## src/rtl/accel_cfg_glb_port.sv

```systemverilog
// accel_cfg_glb_port: host-facing register file, layer launch sequencer and
// owner of the single GLB port shared by the host loader and the controller.
// Base addresses are computed over three registered stages before the
// controller is started. The state register is visible on state_dbg.
// Optional build macro GLB_RDATA_REG_EN: registers host_r_data (1-cycle latency).
module accel_cfg_glb_port #(
    parameter int DATA_W = 32,
    parameter int ADDR_W = 32,
    parameter int BIAS_B = 4
) (
    input  logic              clk,
    input  logic              rst_n,
    input  logic              cfg_wen,
    input  logic [2:0]        cfg_wsel,
    input  logic [31:0]       cfg_wdata,
    input  logic [2:0]        cfg_rsel,
    output logic [31:0]       cfg_rdata,
    output logic [31:0]       op_config,
    output logic [31:0]       mapping_param,
    output logic [31:0]       shape_param1,
    output logic [31:0]       shape_param2,
    output logic              bias_ipsum_sel,
    output logic [ADDR_W-1:0] filter_base,
    output logic [ADDR_W-1:0] bias_base,
    output logic [ADDR_W-1:0] opsum_base,
    output logic              ctrl_start,
    input  logic              ctrl_done,
    output logic              busy,
    output logic              done,
    output logic              err,
    output logic [2:0]        state_dbg,
    input  logic [3:0]        host_we,
    input  logic [ADDR_W-1:0] host_w_addr,
    input  logic [DATA_W-1:0] host_w_data,
    input  logic              host_re,
    input  logic [ADDR_W-1:0] host_r_addr,
    output logic [DATA_W-1:0] host_r_data,
    input  logic [3:0]        ctrl_we,
    input  logic [ADDR_W-1:0] ctrl_w_addr,
    input  logic [DATA_W-1:0] ctrl_w_data,
    input  logic              ctrl_re,
    input  logic [ADDR_W-1:0] ctrl_r_addr,
    output logic [3:0]        glb_we,
    output logic [ADDR_W-1:0] glb_w_addr,
    output logic [DATA_W-1:0] glb_w_data,
    output logic              glb_re,
    output logic [ADDR_W-1:0] glb_r_addr,
    input  logic [DATA_W-1:0] glb_r_data
);

    localparam logic [2:0] S_IDLE   = 3'd0;
    localparam logic [2:0] S_ADDR0  = 3'd1;
    localparam logic [2:0] S_ADDR1  = 3'd2;
    localparam logic [2:0] S_ADDR2  = 3'd3;
    localparam logic [2:0] S_LAUNCH = 3'd4;
    localparam logic [2:0] S_RUN    = 3'd5;
    localparam logic [2:0] S_DONE   = 3'd6;

    // Controller handshake: ctrl_start is a one-cycle pulse issued once per
    // launch; ctrl_done is a one-cycle pulse that is only honoured in RUN.
    // Anything else on ctrl_done is a protocol violation and raises err.

    logic [2:0] state, state_nxt;

    logic cfg_wr_ok, cfg_wr_drop, launch, status_clr, err_set;

    assign cfg_wr_ok   = cfg_wen && (cfg_wsel <= 3'd4) && !busy;
    assign cfg_wr_drop = cfg_wen && (cfg_wsel <= 3'd4) && busy;
    assign launch      = cfg_wen && (cfg_wsel == 3'd4) && cfg_wdata[0] && (state == S_IDLE);
    assign status_clr  = cfg_wen && (cfg_wsel == 3'd5);
    assign err_set     = cfg_wr_drop
                       || (ctrl_done && (state != S_RUN))
                       || (busy && ((host_we != 4'b0) || host_re));

    assign state_dbg = state;

    // Layer fields widened to the address width; all arithmetic wraps at 2^ADDR_W.
    logic [4:0]        e_f;
    logic [ADDR_W-1:0] t_w, r_w, q_w, p_w, em1_w, rr_w, s_w, u_w, w_w;
    logic [ADDR_W-1:0] filter_calc, bias_calc, opsum_calc;

    assign e_f   = mapping_param[16:12];
    assign t_w   = ADDR_W'(mapping_param[2:0]);
    assign r_w   = ADDR_W'(mapping_param[5:3]);
    assign q_w   = ADDR_W'(mapping_param[8:6]);
    assign p_w   = ADDR_W'(mapping_param[11:9]);
    assign em1_w = (e_f == 5'd0) ? '0 : ADDR_W'(e_f) - ADDR_W'(1);
    assign rr_w  = ADDR_W'(shape_param1[23:22]);
    assign s_w   = ADDR_W'(shape_param1[21:20]);
    assign u_w   = ADDR_W'(shape_param1[25:24]);
    assign w_w   = ADDR_W'(shape_param2[15:8]);

    assign filter_calc = q_w * r_w * (u_w * em1_w + rr_w) * w_w;
    assign bias_calc   = filter_base + p_w * t_w * q_w * r_w * rr_w * s_w;
    assign opsum_calc  = bias_base + p_w * t_w * ADDR_W'(BIAS_B);

    // Next-state logic for the launch sequencer.
    always_comb begin
        state_nxt = state;
        case (state)
            S_IDLE:   if (launch) state_nxt = S_ADDR0;
            S_ADDR0:  state_nxt = S_ADDR1;
            S_ADDR1:  state_nxt = S_ADDR2;
            S_ADDR2:  state_nxt = S_LAUNCH;
            S_LAUNCH: state_nxt = S_RUN;
            S_RUN:    if (ctrl_done) state_nxt = S_DONE;
            S_DONE:   state_nxt = S_IDLE;
            default:  state_nxt = S_IDLE;
        endcase
    end

    // State register and the registered start pulse (issued on leaving LAUNCH).
    always_ff @(posedge clk or negedge rst_n) begin
        if (!rst_n) begin
            state      <= S_IDLE;
            ctrl_start <= 1'b0;
        end else begin
            state      <= state_nxt;
            ctrl_start <= (state == S_LAUNCH);
        end
    end

    // Host-writable configuration; writes are frozen while a layer is in flight.
    always_ff @(posedge clk or negedge rst_n) begin
        if (!rst_n) begin
            mapping_param  <= '0;
            shape_param1   <= '0;
            shape_param2   <= '0;
            bias_ipsum_sel <= 1'b0;
            op_config      <= '0;
        end else if (cfg_wr_ok) begin
            case (cfg_wsel)
                3'd0:    mapping_param  <= cfg_wdata;
                3'd1:    shape_param1   <= cfg_wdata;
                3'd2:    shape_param2   <= cfg_wdata;
                3'd3:    bias_ipsum_sel <= cfg_wdata[0];
                3'd4:    op_config      <= cfg_wdata;
                default: ;
            endcase
        end
    end

    // Base-address pipe: each region base builds on the one computed before it.
    always_ff @(posedge clk or negedge rst_n) begin
        if (!rst_n) begin
            filter_base <= '0;
            bias_base   <= '0;
            opsum_base  <= '0;
        end else begin
            if (state == S_ADDR0) filter_base <= filter_calc;
            if (state == S_ADDR1) bias_base   <= bias_calc;
            if (state == S_ADDR2) opsum_base  <= opsum_calc;
        end
    end

    // Status flags: busy spans launch to DONE; done set beats clear; a new error beats clear.
    always_ff @(posedge clk or negedge rst_n) begin
        if (!rst_n) begin
            busy <= 1'b0;
            done <= 1'b0;
            err  <= 1'b0;
        end else begin
            if (launch)
                busy <= 1'b1;
            else if ((state == S_RUN) && ctrl_done)
                busy <= 1'b0;

            if ((state == S_RUN) && ctrl_done)
                done <= 1'b1;
            else if (launch || status_clr)
                done <= 1'b0;

            if (err_set)
                err <= 1'b1;
            else if (status_clr)
                err <= 1'b0;
        end
    end

    // Register readback; status packs {err, done, busy} in the low bits.
    always_comb begin
        cfg_rdata = '0;
        case (cfg_rsel)
            3'd0:    cfg_rdata = mapping_param;
            3'd1:    cfg_rdata = shape_param1;
            3'd2:    cfg_rdata = shape_param2;
            3'd3:    cfg_rdata = {31'b0, bias_ipsum_sel};
            3'd4:    cfg_rdata = op_config;
            3'd6:    cfg_rdata = {29'b0, err, done, busy};
            default: cfg_rdata = '0;
        endcase
    end

    // GLB port belongs to the controller while busy, to the host otherwise.
    assign glb_we     = busy ? ctrl_we     : host_we;
    assign glb_w_addr = busy ? ctrl_w_addr : host_w_addr;
    assign glb_w_data = busy ? ctrl_w_data : host_w_data;
    assign glb_re     = busy ? ctrl_re     : host_re;
    assign glb_r_addr = busy ? ctrl_r_addr : host_r_addr;

`ifdef GLB_RDATA_REG_EN
    // Host read data retimed by one cycle; blanked while the controller owns the port.
    always_ff @(posedge clk or negedge rst_n) begin
        if (!rst_n)
            host_r_data <= '0;
        else
            host_r_data <= busy ? '0 : glb_r_data;
    end
`else
    assign host_r_data = busy ? '0 : glb_r_data;
`endif

endmodule

```

## config.mk

```make
export PLATFORM = sky130hd
export DESIGN_NAME = accel_cfg_glb_port
export DESIGN_NICKNAME = d
export VERILOG_FILES = /design/src/rtl/accel_cfg_glb_port.sv
export SDC_FILE = /design/constraint.sdc
export NUM_CORES = 1
export LEC_CHECK = 0
export CAP_MARGIN = 20
export CORE_UTILIZATION = 40
export CTS_CLUSTER_SIZE = 30
export DETAILED_ROUTE_END_ITERATION = 10
export PLACE_DENSITY = 0.67
export SYNTH_ARGS = -nofsm -noshare
export SYNTH_HDL_FRONTEND = slang
export SYNTH_SLANG_ARGS = --single-unit
export TNS_END_PERCENT = 10
```

## constraint.sdc

```tcl
create_clock -name clk -period 21.5 [get_ports clk]
set_input_delay 4.3 -clock clk [delete_from_list [all_inputs] [get_ports clk]]
set_output_delay 4.3 -clock clk [all_outputs]
set_load 0.02 [all_outputs]
```

Yosys cells after proc, flatten, opt, wreduce, memory -nomap -nowiden
Index checks and enable logic that the tools add are counted.
Cells by class
  mux-type cells: 17
  reduce and logical (&&, ||, !) cells: 29
  equal/unequal tests: 18
  multipliers: 9
  $lt $le $gt $ge: 1
  add/sub/neg operators: 4
Operator list (number)
  $pmux 32 s6: 1
  $mux 32: 5
  $mul 32x2->32: 2
  $mul 32x3->32: 2
  $add 32x2->32: 1
  $add 32x32->32: 1
  $add 32x8->32: 1
  $mul 2x32->32: 1
  $mul 32x8->32: 1
  $mul 6x32->32: 1
  $eq 3x2->1 const B: 6
  $eq 3x3->1 const B: 6
  $pmux 3 s6: 1
  $mul 3x3->6: 2
  $reduce_and 2->1: 6
  $logic_and 1x1->1: 10
  $eq 3x1->1 const B: 3
  $logic_not 3->1: 3
  $mux 1: 7
  $mux 3: 2
  $reduce_bool 2->1: 3
  $sub 5x1->6 const B: 1
  $logic_not 5->1: 1
  $logic_or 1x1->1: 4
  6 further kinds: 7
Storage, ports and cells
  input bits: 276
  register bits after elaboration: 232
  word-level logic and storage cells: 91

Depth between registers and ports, before layout
  depth after elaboration: 7
  mapped depth: 53
  gate-level depth less buffers: 53

Worst setup path after synthesis
OpenSTA, ideal clock, no wires.
  path kind: reg2reg
  start: register mapping_param[12]
  end: register filter_base[31]
  setup slack: 9.344 ns
  arrival: 12.080 ns
  stages on the path, launching flop included: 52
  cell sequence: dfrtp_1 > inv_1 > ha_1 > a21oi_1 > nand2_1 > fa_1 > inv_1 > ha_1 > fa_1 > a21oi_1 > nor2_1 > nor2_1 > o21bai_1 > a21oi_1 > inv_1 > ha_1 > nand2b_1 > ha_1 > (+16 left out) > fa_1 > fa_1 > fa_1 > inv_1 > fa_1 > inv_1 > ha_1 > a21o_1 > nor4_1 > a2bb2oi_1 > or4_1 > a41o_1 > a21oi_2 > xor2_1 > xnor2_1 > xnor3_2 > xnor3_1 > o21ai_1
Between the ends
  word-level cells in the longest chain between the ends: 6
  elaborated cells on any way between the ends: 7
  those cells by class: 2 x add/sub; 3 x mul; 1 x mux; 1 x reduce/logical
RTL lines
  start: declaration: RTL line 19  | output logic [31:0] mapping_param,
  start signal: assignment: RTL line 133  | 3'd0: mapping_param <= cfg_wdata;
  $sub 5x1->6 / $logic_not 5->1 (equally long branches): RTL line 87  | assign em1_w = (e_f == 5'd0) ? '0 : ADDR_W'(e_f) - ADDR_W'(1);
  $mux 32 *: RTL line 87
  $mul 2x32->32 *: RTL line 93  | assign filter_calc = q_w * r_w * (u_w * em1_w + rr_w) * w_w;
  $add 32x2->32 *: RTL line 93
  $mul 6x32->32 *: RTL line 93
  $mul 32x8->32 *: RTL line 93
  end signal: assignment: RTL line 150  | if (state == S_ADDR0) filter_base <= filter_calc;
  end: declaration: RTL line 23  | output logic [ADDR_W-1:0] filter_base,
Mark *: on every way between the ends. The rest lies on a longest branch, timed or not.
A chain may end at the register's enable or synchronous reset.

Worst setup path in the final report
Same ends and word-level chain as after synthesis.

==> results.toml <==
[synthesis]
syn_avg_cell_area_sq_um = 9.26
ys_seq_area_share_pct = 21.3
synth_seq_cells = 232
synth.area.top_cells = "fa_1 (22%), dfrtp_1 (21%), mux2_2 (9.9%)"
synth_area_sq_mm = 0.0273
synth_flop_cell = "dfrtp_1"
synth_top_cell_area_share_pct = 22.0
synth_edf_count = 0
synth_cell_type_count = 74
synth_top_cell_by_area = "fa_1"
syn_nets = 3678
syn_inst = 2943
ys_warn_count = 0
async_reset_ff_share_pct = 100

[status]
status = "finished clean"

[final_layout]
synthToLayoutAreaGrowth_pct = 32.1
final_common_cell = "clkdlybuf4s50_1"
final_cell_mix = "clkdlybuf4s50_1 (671), inv_1 (412), nand2_1 (317)"
nFillCells = 6171
final_area_sq_mm = 0.0360
layout.nets = 4282
drive_above_1_share_pct = 9.47

[global_routing]
grt_pass1_wl_mm = 168
grt_pass1_vias = 23200
grt_start_max_net_pins = 140
grt_remaining_overflow = 0
antenna_found_initial = 47
grt.total_usage_pct = 33.6

[cts]
tritoncts = "built"
clk_path_buf_depth = 3
cts_setup_buffers = 0
ctsHoldBuffers = 0
h-tree-depth = 1
path_clk_slew_ns = 0.08
clk_latency_ns = 0.61
cts-root-buf = "clkbuf_16"
cts_resized = 0
clock_sinks = 232
cts_buffers = 30

[flow_run]
maxCapViolCount = 0

[critical_path]
critPathMaxFanout = 9
cpMostUsedCell = "fa_1"
cp-start-kind = "register"
worstSetupPathType = "reg -> reg"
crit_path_end_kind = "register"
arrival_ns = 13.63
crit_slowest_cell = "or4_1"
critical_path.max_stage_delay_ns = 0.56
cp_data_required_time_ns = 22.05

[floorplanning]
start_util_pct = 40.5
rows = 95
die_area_sq_mm = 0.0692
fp.dieH_um = 263
core_sq_mm = 0.0673
die_x_um = 263
io_pins = 673

[route]
post_drt_wl_per_cell_um = 26.6
post_drt_via_cell_ratio = 5.27
postRouteAntennaNets = 0
drtPass1Iterations = 6
wirelength_mm = 118
vias = 23500
drt_iter0_markers = 1557
drc = 0

[sta]
slew_violations = 0
setup_viol = 0
hold_slack_ns = 0.483
tightest_slew_ns = 1.13
tns_ns = 0
rsz0062_at_grt = "false"
fin_skew_ns = 0.0309
finalCritPeriodShare_pct = 60.8
period_minus_slack_ns = 13.08
report.final.hold_viol_count = 0
slew_headroom_pct = 24.2
fin_ws_ns = 8.42
fmax_mhz = 76.4

[pwr]
combPwrFrac_pct = 69.4
swShare_pct = 50.0
peakVddDrop_uv = 97.5
total_power_mw = 4.57
p_sw_mw = 2.28
p_leak_nw = 16.3
intPower_mw = 2.28
p_clk_share_pct = 12.0
seqPwrFrac_pct = 18.5
power_density_mw_per_mm2 = 127

[hold_path]
hp-class = "reg -> reg"

[placement]
place_congestion = 0.972
placed_area_sq_mm = 0.0348
hpwl_mm = 99.9
portBuffers = 672
place_ws_ns = 8.44
-- cell type report --
cell class	count	area, sq um	share of cell area [%]
sequential	232	5810	16.1
inverter	412	1550	4.30
multi-input combinational	2173	19500	54.0
timing repair buffer	698	7000	19.4
antenna	16	40.0	0.111
clock inverter	10	173	0.480
clock buffer	45	887	2.46
tap	873	1090	3.03
-- power groups by stage --
stage | Sequential, mW | Combinational, mW | Clock (mW)
3_3_place_gp | 0.851 | 3.08 | 0
5_1_grt | 0.868 | 3.50 | 0.569
6_report | 0.846 | 3.17 | 0.549
3_5_place_dp | 0.857 | 3.12 | 0
2_1_floorplan | 0.952 | 1.87 | 0
4_1_cts | 0.852 | 3.14 | 0.552
-- layer usage --
| metal | share of wire [%] | track usage (%) | up-vias |
|---|---|---|---|
| met5 | 0.12 | 0 | - |
| met4 | 4.9 | 14.2 | 24 |
| met3 | 9.9 | 11.9 | 211 |
| met2 | 46 | 53.8 | 820 |
| met1 | 40 | 41.0 | 11600 |
| li1 | - | - | 10800 |
-- cell usage after synthesis (all sizes together), types with 97 or more instances --
cell type  count
inv          412
nand2        318
fa           299
mux2         240
and2         232
dfrtp        232
ha           160
o21ai        136
clkbuf       116
nor2         113
xnor2        105
a21oi         97
-- worst max-delay path: cells and delay by family, from the launching register on --
kind / cells / cell delay, ns
buffers and inverters: 7 / 0.39
and+or+nand+nor: 13 / 1.98
DFF: 1 / 0.44
xor gates and xnor gates: 5 / 1.49
adders and majority gates: 15 / 6.30
AOI/OAI and AO/OA: 12 / 2.41
-- cells by family after synthesis --
group	count (synthesis)	synth area share [%]
AND/OR/NAND/NOR	884	16.3
buffers and inverters	538	7.50
multiplexers	243	10.1
AO/OA/AOI/OAI	433	10.4
adder cells (fa/ha/maj)	459	29.3
flip-flops	232	21.3
XOR/XNOR	154	5.10
-- path summary, 6_finish.rpt --
check / slack [ns] / to / start / cells after the start
worst max-delay path: 8.42 / filter_base[31]$_DFFE_PN0P_ / mapping_param[12]$_DFFE_PN0P_ / 52
max in group asynchronous: 16.36 / bias_base[30]$_DFFE_PN0P_ / rst_n / 2
worst max register to register: 8.42 / filter_base[31]$_DFFE_PN0P_ / mapping_param[12]$_DFFE_PN0P_ / 52
worst min-delay path: 0.48 / opsum_base[14]$_DFFE_PN0P_ / opsum_base[14]$_DFFE_PN0P_ / 2
min in group asynchronous: 3.69 / shape_param2[3]$_DFFE_PN0P_ / rst_n / 1
worst min register to register: 0.48 / opsum_base[14]$_DFFE_PN0P_ / opsum_base[14]$_DFFE_PN0P_ / 2
-- flip-flops by register name (all words and copies together) (netlist names), 3 cells and up --
register	flops
bias_base	32
filter_base	32
mapping_param	32
op_config	32
opsum_base	32
shape_param1	32
shape_param2	32
state_dbg	3
-- stage by stage --
step / util [%] / instances
after floorplan: - / 2943
final: 53.5 / 4459
after CTS: 53.4 / 4441
after detailed placement: 51.8 / 4386
after global routing: 53.5 / 4456
after global placement: 51.7 / 4384
(Power assumes the default switching activity.)
